===== src/rtl/snn_dbg_pkg.sv =====
// snn_dbg_pkg: shared constants, frame-state enum and snapshot bit layout for the debug frame reader
//
// Snapshot register layout (LSB first):
//   [MEM_LSB +: MEM_W]  membrane potential debug vector
//   [L1_LSB  +: L1_W ]  layer-1 spikes
//   [L2_LSB  +: L2_W ]  layer-2 spikes
//   [OUT_LSB +: OUT_W]  output spikes
//   [PAD_LSB +: ...  ]  zero padding up to a whole number of bytes
// The offsets are shared with the host-side frame decoder.
package snn_dbg_pkg;
  localparam int MEM_W = 90;
  localparam int L1_W = 8;
  localparam int L2_W = 8;
  localparam int OUT_W = 2;
  localparam int SPK_W = L1_W + L2_W + OUT_W;
  localparam int PAY_BYTES = (MEM_W + SPK_W + 7) / 8;
  localparam int SNAP_W = PAY_BYTES * 8;
  localparam int FRAME_BYTES = 3 + PAY_BYTES;
  localparam int MEM_LSB = 0;
  localparam int L1_LSB = MEM_LSB + MEM_W;
  localparam int L2_LSB = L1_LSB + L1_W;
  localparam int OUT_LSB = L2_LSB + L2_W;
  localparam int PAD_LSB = OUT_LSB + OUT_W;
  localparam logic [7:0] HEADER = 8'hA5;
  typedef enum logic [2:0] {
    IDLE,
    HDR,
    SEQ,
    DROP,
    PAY
  } frame_state_e;
  function automatic logic [7:0] sat_inc(input logic [7:0] v);
    return (v == 8'hFF) ? v : v + 8'd1;
  endfunction
endpackage


===== src/rtl/snn_dbg_byte_mux.sv =====
// snn_dbg_byte_mux: selects payload byte k of the snapshot register
//
// Ports:
//   snap_i  snapshot register (PAY_BYTES bytes, byte 0 in the LSBs)
//   idx_i   payload byte index, 0..PAY_BYTES-1
//   byte_o  selected byte; indices past the payload read as zero
module snn_dbg_byte_mux
  import snn_dbg_pkg::*;
(
  input  logic [SNAP_W-1:0] snap_i,
  input  logic [3:0]        idx_i,
  output logic [7:0]        byte_o
);
  logic [127:0] ext;
  assign ext = {{(128 - SNAP_W){1'b0}}, snap_i};
  assign byte_o = ext[{idx_i, 3'b000} +: 8];
endmodule


===== src/rtl/snn_debug_frame_reader.sv =====
// snn_debug_frame_reader: snapshots network debug/spike state and streams it as a 17-byte frame
//
// Ports:
//   clk, reset              clock, synchronous active-high reset
//   capture_en              enables snapshots and drop counting
//   net_data_ready          network output strobe, level-sampled every clk
//   membrane_potential_in   90-bit membrane debug vector
//   spikes_layer1_in/2_in   layer-1 / layer-2 spikes
//   spikes_out_in           final output spikes
//   out_data/out_valid      frame byte stream toward the pin mux
//   out_ready               downstream accept
//   busy                    frame in progress
//   drop_count              saturating count of samples missed while busy
//
// Frame: HEADER, SEQ, DROP, PAY0..PAY13 (snapshot LSB byte first).
module snn_debug_frame_reader
  import snn_dbg_pkg::*;
(
  input  logic             clk,
  input  logic             reset,
  input  logic             capture_en,
  input  logic             net_data_ready,
  input  logic [MEM_W-1:0] membrane_potential_in,
  input  logic [L1_W-1:0]  spikes_layer1_in,
  input  logic [L2_W-1:0]  spikes_layer2_in,
  input  logic [OUT_W-1:0] spikes_out_in,
  output logic [7:0]       out_data,
  output logic             out_valid,
  input  logic             out_ready,
  output logic             busy,
  output logic [7:0]       drop_count
);
  frame_state_e state_q, state_d;
  logic [SNAP_W-1:0] snap_q, snap_d, snap_new;
  logic [7:0] seq_q, seq_d;
  logic [7:0] drop_byte_q, drop_byte_d;
  logic [7:0] drop_cnt_q, drop_cnt_d;
  logic [3:0] idx_q, idx_d;
  logic [7:0] pay_byte;
  logic cap, start, xfer, last;

  snn_dbg_byte_mux u_mux (
    .snap_i (snap_q),
    .idx_i  (idx_q),
    .byte_o (pay_byte)
  );

  assign cap = capture_en & net_data_ready;
  assign start = (state_q == IDLE) & cap;
  assign xfer = out_valid & out_ready;
  assign last = (state_q == PAY) & xfer & (idx_q == 4'(PAY_BYTES - 1));

  assign out_valid = state_q != IDLE;
  assign busy = out_valid;
  assign drop_count = drop_cnt_q;
  assign out_data = (state_q == HDR)  ? HEADER :
                    (state_q == SEQ)  ? seq_q :
                    (state_q == DROP) ? drop_byte_q :
                    (state_q == PAY)  ? pay_byte : 8'h00;

  always_comb begin
    snap_new = '0;
    snap_new[MEM_LSB +: MEM_W] = membrane_potential_in;
    snap_new[L1_LSB +: L1_W] = spikes_layer1_in;
    snap_new[L2_LSB +: L2_W] = spikes_layer2_in;
    snap_new[OUT_LSB +: OUT_W] = spikes_out_in;
  end

  always_comb begin
    state_d = state_q;
    case (state_q)
      IDLE: state_d = cap ? HDR : IDLE;
      HDR:  state_d = xfer ? SEQ : HDR;
      SEQ:  state_d = xfer ? DROP : SEQ;
      DROP: state_d = xfer ? PAY : DROP;
      PAY:  state_d = last ? IDLE : PAY;
      default: state_d = IDLE;
    endcase
  end

  // A capture clears the live drop counter and takes priority over counting;
  // any other qualifying sample is a drop, including the final payload cycle.
  always_comb begin
    snap_d = start ? snap_new : snap_q;
    drop_byte_d = start ? drop_cnt_q : drop_byte_q;
    drop_cnt_d = start ? 8'h00 : cap ? sat_inc(drop_cnt_q) : drop_cnt_q;
    idx_d = start ? 4'd0 :
            last ? 4'd0 :
            ((state_q == PAY) & xfer) ? idx_q + 4'd1 : idx_q;
    seq_d = last ? seq_q + 8'd1 : seq_q;
  end

  always_ff @(posedge clk) begin
    if (reset) begin
      state_q <= IDLE;
      snap_q <= '0;
      seq_q <= '0;
      drop_byte_q <= '0;
      drop_cnt_q <= '0;
      idx_q <= '0;
    end else begin
      state_q <= state_d;
      snap_q <= snap_d;
      seq_q <= seq_d;
      drop_byte_q <= drop_byte_d;
      drop_cnt_q <= drop_cnt_d;
      idx_q <= idx_d;
    end
  end
endmodule

===== config.mk =====
export PLATFORM = sky130hd
export DESIGN_NAME = snn_debug_frame_reader
export DESIGN_NICKNAME = d
export VERILOG_FILES = /design/src/rtl/snn_dbg_pkg.sv /design/src/rtl/snn_dbg_byte_mux.sv /design/src/rtl/snn_debug_frame_reader.sv
export SDC_FILE = /design/constraint.sdc
export NUM_CORES = 1
export LEC_CHECK = 0
export CORE_MARGIN = 4
export CORE_UTILIZATION = 39
export CTS_CLUSTER_DIAMETER = 50
export DETAILED_ROUTE_END_ITERATION = 12
export GPL_ROUTABILITY_DRIVEN = 1
export GPL_TIMING_DRIVEN = 0
export PLACE_DENSITY = 0.67
export SYNTH_ARGS = -nofsm -noshare
export SYNTH_HDL_FRONTEND = slang
export SYNTH_SLANG_ARGS = --single-unit

===== constraint.sdc =====
create_clock -name clk -period 5 [get_ports clk]
set_clock_uncertainty 0.15 [all_clocks]
set_input_delay 0.75 -clock clk [delete_from_list [all_inputs] [get_ports clk]]
set_output_delay 0.75 -clock clk [all_outputs]
set_load 0.01 [all_outputs]

==> results of run 1 <==
-- layout by cell type, fill, tap and decap left out, types with 6 or more instances in the layout --
cell type | netlist | routed
clkbuf_1 | 28 | 29
xnor2_1 | 11 | 11
inv_1 | 6 | 6
buf_2 | 17 | 17
buf_4 | 9 | 9
clkbuf_16 | 0 | 17
a21oi_1 | 121 | 121
nand3_1 | 11 | 11
nor3_1 | 7 | 7
mux2i_1 | 11 | 11
dfxtp_1 | 139 | 139
clkdlybuf4s50_1 | 0 | 129
nand2_1 | 258 | 258
nand2b_1 | 6 | 6
mux4_2 | 17 | 17
xor2_1 | 6 | 6
nor2_1 | 20 | 20
o21ai_0 | 6 | 6
-- synth_stat cells (7+ instances only) --
cell type / instances / area share
a21oi_1: 121 / 0.098
buf_2: 17 / 0.014
buf_4: 9 / 0.011
clkbuf_1: 28 / 0.017
dfxtp_1: 139 / 0.45
mux2i_1: 11 / 0.018
mux4_2: 17 / 0.062
nand2_1: 258 / 0.16
nand3_1: 11 / 0.0089
nor2_1: 20 / 0.012
nor3_1: 7 / 0.0056
xnor2_1: 11 / 0.016
-- stage by stage --
stage	util	instances	total power [uW]
floorplan	-	747	1380
global placement	0.503	1087	1550
detailed placement	0.503	1087	1550
CTS	0.542	1119	2800
global route	0.542	1119	2880
finish	0.542	1119	2790
-- sequential cells by signal, summed over array words and instances, names as in the netlist --
| signal | flops |
|---|---|
| drop_byte_q | 8 |
| drop_count | 8 |
| idx_q | 4 |
| seq_q | 8 |
| snap_q | 108 |
| state_q | 3 |
-- worst reg2reg max path: stages, from the launching register on --
cell,delay [ns]
dfxtp_1,0.32
clkbuf_1,0.33
buf_2,0.35
buf_2,0.27
inv_1,0.07
ha_1,0.19
nand3_1,0.22
nor2_1,0.15
xnor2_1,0.16
nor2_1,0.05
-- metal layers --
metal | vias to the layer above | part of all wire | track usage
li1 | 2851 | - | -
met1 | 2608 | 0.47 | 0.276
met2 | 174 | 0.45 | 0.307
met3 | 26 | 0.065 | 0.0574
met4 | 0 | 0.018 | 0.0583
met5 | - | 0 | 0
-- power groups by stage --
stage	combinational (uW)	clock, uW	sequential, uW
2_1_floorplan	174	0	1200
3_3_place_gp	333	0	1210
3_5_place_dp	335	0	1220
4_1_cts	337	1270	1190
5_1_grt	369	1310	1200
6_report	335	1260	1190
-- final cells by class --
type,count,area share
clock buffers,22,0.0579
plain buffers,58,0.0362
clock inverters,10,0.0138
multi-input cells,543,0.370
repair buffers,129,0.154
flip-flops and latches,139,0.333
well taps,211,0.0316
inverters,7,0.00314
-- worst max path at each step --
stage	startpoint	to	slack [ns]	cells past startpoint
after global placement	idx_q[1]	out_data[1]	1.71	8
after global routing	idx_q[1]	out_data[1]	1.09	8
after floorplan	idx_q[0]	out_data[5]	2.59	5
after detailed placement	idx_q[1]	out_data[1]	1.69	8
final	idx_q[1]	out_data[1]	1.23	8
after CTS	idx_q[1]	out_data[1]	1.23	8
-- cells by family (layout without fill, tap and decap cells) --
kind of cell / count (synthesis) / count (layout) / share of synthesized area
buffers and inverters: 65 / 226 / 0.0530
DFF: 139 / 139 / 0.448
and+or+nand+nor: 331 / 331 / 0.225
muxes: 33 / 33 / 0.101
xor gates and xnor gates: 17 / 17 / 0.0240
adders and majority gates: 4 / 4 / 0.00806
AOI/OAI and AO/OA: 158 / 158 / 0.142
==> summary.txt, run 1 <==
Finish
  – Share of layout cells above drive strength 1: 0.0892
  – Final net count: 1012
  – Post-route cell area: 8360 um^2
  – Reg area: 2780 um^2
  – Filler Cells Inserted: 1454
  – Area of the multi-input gates: 3100 um^2
  – Area Growth Syn to Fin: 34.7%
  – Ant diodes: 0

Power and ir drop
  – Clock Power Share: 0.453
  – Switching Power: 673 uW
  – Power Internal: 2120 uW
  – Power share of the sequential group: 0.427
  – Static leakage: 0.00290 uW
  – Worst VDD drop: 234 uV
  – Combinational share of power: 0.120
  – Power per cell area: 334 nW/um^2
  – Switching share of power: 0.241

Setup path
  – R2r setup slk: 2.62 ns
  – FF-to-FF Start: idx_q[1]
  – WP buf/inv: 4
  – WP data required: 4.10 ns
  – Worst R2R Path Depth: 9
  – Critical path's slowest cell: clkdlybuf4s50_1
  – FF-to-FF End: seq_q[0]
  – Crit path largest cell delay: 0.59 ns
  – Worst EP arrival: 2.87 ns
  – Worst path top cell family by delay: buffers and inverters
  – Crit-path cells: clkbuf_1, buf_2, buf_2, nand3b_1, o211ai_1, nand3_1, o22ai_1, clkdlybuf4s50_1
  – Most frequent CP cell: buf_2
  – Nature of the critical path startpoint: flop
  – Crit. End Element: primary output
  – Crit-path max FO: 10
  – Worst setup path class: flop to primary output

Clocking
  – Post_cts resized: 0
  – Clk root buf: clkbuf_16
  – CTS tree: done
  – Clock slew at reported path FFs: 0.06 ns
  – Hold-fix buffers, CTS: 0
  – Depth of the CTS H-tree: 4
  – Clk Latency, worst-skew pair: 0.42 ns
  – # clock sinks: 139
  – Post-CTS Setup Bufs: 0
  – Longest Clk Path Bufs: 2
  – Num CTS Buffers: 17

Worst hold path
  – Worst hold path depth: 2
  – Hold Crit Endpoint: snap_q[77]
  – HP Class: flop to flop
  – Min-delay src: snap_q[77]

Global route
  – Largest net degree at the start of global routing: 17
  – First-pass GRT wire length: 28.3 mm
  – Initial antenna violation count: 0
  – Gr usage total: 0.200
  – Vias in the first global route: 5547
  – Grt total ovfl: 0

Route
  – DR vias: 5659
  – First-pass iteration count of the detailed router: 5
  – Routed length per instance: 16.0 um
  – Initial DRC count: 462
  – Vias/cell: 5.06
  – Detailed-route wire length: 17.9 mm
  – Post-route ant nets: 0
  – DRC: 0

Synth
  – Net Count, Synth: 864
  – Syn Area/Cell: 8.31 um^2
  – Post-synth EDFFs: 0
  – Distinct cells, synth: 43
  – Register area share after synthesis: 0.448
  – #FFs+latches synth: 139
  – Synth Cell Area: 6210 um^2
  – Synth Flop Type: dfxtp_1
  – Asr flop ratio synth: 0
  – Mapped Cells: 747
  – Yosys warnings: 0

Placement
  – Port Buffers: 129
  – Post-DP Area: 7760 um^2
  – Pre-CTS setup slack: 1.69 ns
  – DP Wirelength: 13.5 mm
  – Gpl congestion: 0.927

Timing
  – Worst slew pin tran: 0.605 ns
  – Slew Limit Fails: 0
  – Fmax: 0.265 GHz
  – RSZ-0062 raised after global routing: false
  – Setup violations, final: 0
  – WHS: 0.304 ns
  – Relative slew slack: 0.597
  – TNS Setup: 0 ns
  – Min setup slack post-route: 1.23 ns
  – Hold Fails Final Rpt: 0
  – Min Tclk post-route: 3.77 ns
  – Final Cycle Share: 0.755

Floorplan
  – Initial core utilization: 0.403
  – # rows: 45
  – IO Pins: 131
  – Core area: 15400 um^2
  – Die height: 134 um
  – Die W: 134 um
  – Die ar.: 18000 um^2

Job
  – Max Cap Viol: 0

Outcome
  – Outcome: finished clean
Power figures use the tool's default switching activity.
==> run 2, diff against run 1 <==
Clock period 5 ns to 3.6 ns, I/O delays scaled along.
==> run 2 against run 1 <==
Via count up 0.49%. Count of clock-buffer cells in the layout unchanged. Largest cell class unchanged. Critical endpoint is now out_data[5]. Total power grew 39%. Critical path type unchanged. Largest power group unchanged.
==> summary.txt, run 2 (synthesis results as in run 1) <==
Outcome
  – Outcome: finished clean

Finish
  – Share of layout cells above drive strength 1: 0.0925 (+0.00330)
  – Filler Cells Inserted: 1454 (unchanged)
  – Post-route cell area: 8370 um^2 (about the same)
  – Ant diodes: 0 (unchanged)
  – Final net count: 1012 (unchanged)
  – Area Growth Syn to Fin: 34.8% (about the same)
  – Biggest register: snap_q
  – Most frequent cells in the layout: nand2_1 (258), dfxtp_1 (139), clkdlybuf4s50_1 (129)
  – Finished Layout Cells: 1119 (unchanged)
  – Largest register FFs: 108 (unchanged)
  – Commonest non-fill, non-tap cell in the layout: nand2_1

Setup path
  – WP data required: 2.91 ns (-1.19 ns)
  – Crit-path cells: buf_6, buf_6, nor3b_1, a221oi_1, o32ai_1, clkdlybuf4s50_1
  – Worst EP arrival: 2.71 ns (-0.16 ns)
  – FF-to-FF End: seq_q[7]
  – FF-to-FF Start: idx_q[1]
  – Nature of the critical path startpoint: flop
  – Worst setup path class: flop to primary output
  – R2r setup slk: 1.33 ns (-1.29 ns)
  – Crit. End Element: primary output
  – Critical path's slowest cell: clkdlybuf4s50_1
  – Most frequent CP cell: buf_6
  – Crit path largest cell delay: 0.62 ns (+0.03 ns)
  – Worst R2R Path Depth: 9 (unchanged)
  – WP buf/inv: 3 (-1)
  – Crit-path max FO: 10 (unchanged)
  – Worst path top cell family by delay: buffers and inverters

Timing
  – Slew Limit Fails: 0 (unchanged)
  – Worst slew pin tran: 0.627 ns (+0.0223 ns)
  – RSZ-0062 raised after global routing: false
  – Relative slew slack: 0.582 (-0.0149)
  – TNS Setup: 0 ns (unchanged)
  – Fmax: 0.294 GHz
  – Hold Fails Final Rpt: 0 (unchanged)
  – Setup violations, final: 0 (unchanged)
  – Final Cycle Share: 0.946
  – Min Tclk post-route: 3.40 ns

Clocking
  – Clk root buf: clkbuf_16
  – Clk Latency, worst-skew pair: 0.42 ns (about the same)
  – Post_cts resized: 0 (unchanged)
  – Hold-fix buffers, CTS: 0 (unchanged)
  – Post-CTS Setup Bufs: 0 (unchanged)
  – CTS tree: done
  – Num CTS Buffers: 17 (unchanged)
  – Longest Clk Path Bufs: 2 (unchanged)
  – Depth of the CTS H-tree: 4 (unchanged)
  – # clock sinks: 139 (unchanged)
  – Clock slew at reported path FFs: 0.06 ns (about the same)

Route
  – First-pass iteration count of the detailed router: 5 (unchanged)
  – Vias/cell: 5.08 (+0.49%)
  – Detailed-route wire length: 18.0 mm (+0.26%)
  – DR vias: 5687 (+0.49%)
  – Initial DRC count: 416 (-10%)
  – DRC: 0 (unchanged)
  – Routed length per instance: 16.1 um (+0.26%)
  – Post-route ant nets: 0 (unchanged)

Power and ir drop
  – Combinational share of power: 0.120 (about the same)
  – Switching Power: 937 uW (+39%)
  – Power Internal: 2940 uW (+39%)
  – Worst VDD drop: 325 uV (+39%)
  – Static leakage: 0.00291 uW (+0.23%)
  – Power per cell area: 463 nW/um^2 (+39%)
  – Switching share of power: 0.242 (+0.000525)
  – Clock Power Share: 0.453 (about the same)
  – Power share of the sequential group: 0.427 (about the same)

Placement
  – Gpl congestion: 0.927 (unchanged)
  – DP Wirelength: 13.5 mm (unchanged)
  – Placed cells: 1087 (unchanged)
  – Port Buffers: 129 (unchanged)
  – Post-DP Area: 7760 um^2 (unchanged)

Global route
  – Grt total ovfl: 0 (unchanged)
  – Largest net degree at the start of global routing: 17 (unchanged)
  – Vias in the first global route: 5547 (unchanged)
  – Initial antenna violation count: 0 (unchanged)
  – Gr usage total: 0.200 (unchanged)
  – First-pass GRT wire length: 28.3 mm (unchanged)

Floorplan
  – # rows: 45 (unchanged)
  – Die ar.: 18000 um^2 (unchanged)
  – Core area: 15400 um^2 (unchanged)
  – Die W: 134 um (unchanged)
  – Initial core utilization: 0.403 (unchanged)
  – IO Pins: 131 (unchanged)
  – Die height: 134 um (unchanged)

Worst hold path
  – HP Class: flop to flop
  – Hold Crit Endpoint: snap_q[77]
  – Worst hold path depth: 2 (unchanged)
  – Min-delay src: snap_q[77]

Job
  – Max Cap Viol: 0 (unchanged)
run 2: cell types whose count changed in the layout (fill, tap and decap cells not counted):
| cell | previous run | this run |
|---|---|---|
| clkbuf_2 | 0 | 2 |
| clkinv_1 | 1 | 0 |
| clkinvlp_4 | 3 | 4 |
| clkbuf_1 | 29 | 27 |
run 2: power groups by stage:
stage | logic [uW] | registers, uW | clock network (uW)
floorplan | 242 | 1670 | 0
global placement | 462 | 1690 | 0
detailed placement | 465 | 1690 | 0
CTS | 468 | 1660 | 1770
global route | 512 | 1660 | 1830
finish | 466 | 1660 | 1760
run 2: how the worst max path moves through the flow:
stage	from	endpoint	slack, ns	cells after the start
after floorplan	idx_q[0]	out_data[5]	1.40	5
final	idx_q[0]	out_data[5]	0.20	6
after CTS	idx_q[1]	out_data[1]	0.04	8
after global placement	idx_q[1]	out_data[1]	0.52	8
after detailed placement	idx_q[1]	out_data[1]	0.50	8
after global routing	idx_q[0]	out_data[7]	0.008	6
run 2: layout make-up:
cell class	count	area [um^2]	share of cell area
multi-input combinational	543	3100	0.370
sequential	139	2780	0.332
timing repair buffer	129	1290	0.154
clock buffer	22	484	0.0578
buffer	58	305	0.0365
tap	211	264	0.0315
clock inverter	10	115	0.0138
inverter	7	30.0	0.00359
run 2: per-layer routing:
| metal | wire length [um] | part of all wire | vias up | global-route usage |
|---|---|---|---|---|
| met5 | 0 | 0 | - | 0 |
| met4 | 314 | 0.017 | 0 | 0.0583 |
| met3 | 1320 | 0.073 | 29 | 0.0574 |
| met2 | 8050 | 0.45 | 190 | 0.307 |
| met1 | 8300 | 0.46 | 2610 | 0.276 |
| li1 | - | - | 2858 | - |
run 2: worst min-delay path, delay by kind of cell (launching register included):
kind,cells,cell delay (ns)
flops,1,0.30
compound gates,1,0.05
simple gates,1,0.05
run 2: per-stage QoR:
step           hold slack [ns]  worst slack [ns]  total power [uW]  utilization
5_1_grt                  0.318           0.00832              4000        0.543
3_3_place_gp             0.288             0.517              2150        0.503
4_1_cts                  0.304            0.0358              3890        0.542
3_5_place_dp             0.296             0.496              2150        0.503
2_1_floorplan            0.281              1.40              1910            -
6_report                 0.304             0.196              3880        0.543
==> run 3, diff against run 2 <==
Settings changed: CTS_CLUSTER_SIZE from default to 8.
==> results of run 3 <==
Final layout, timing and power as in run 2 (identical DEF).
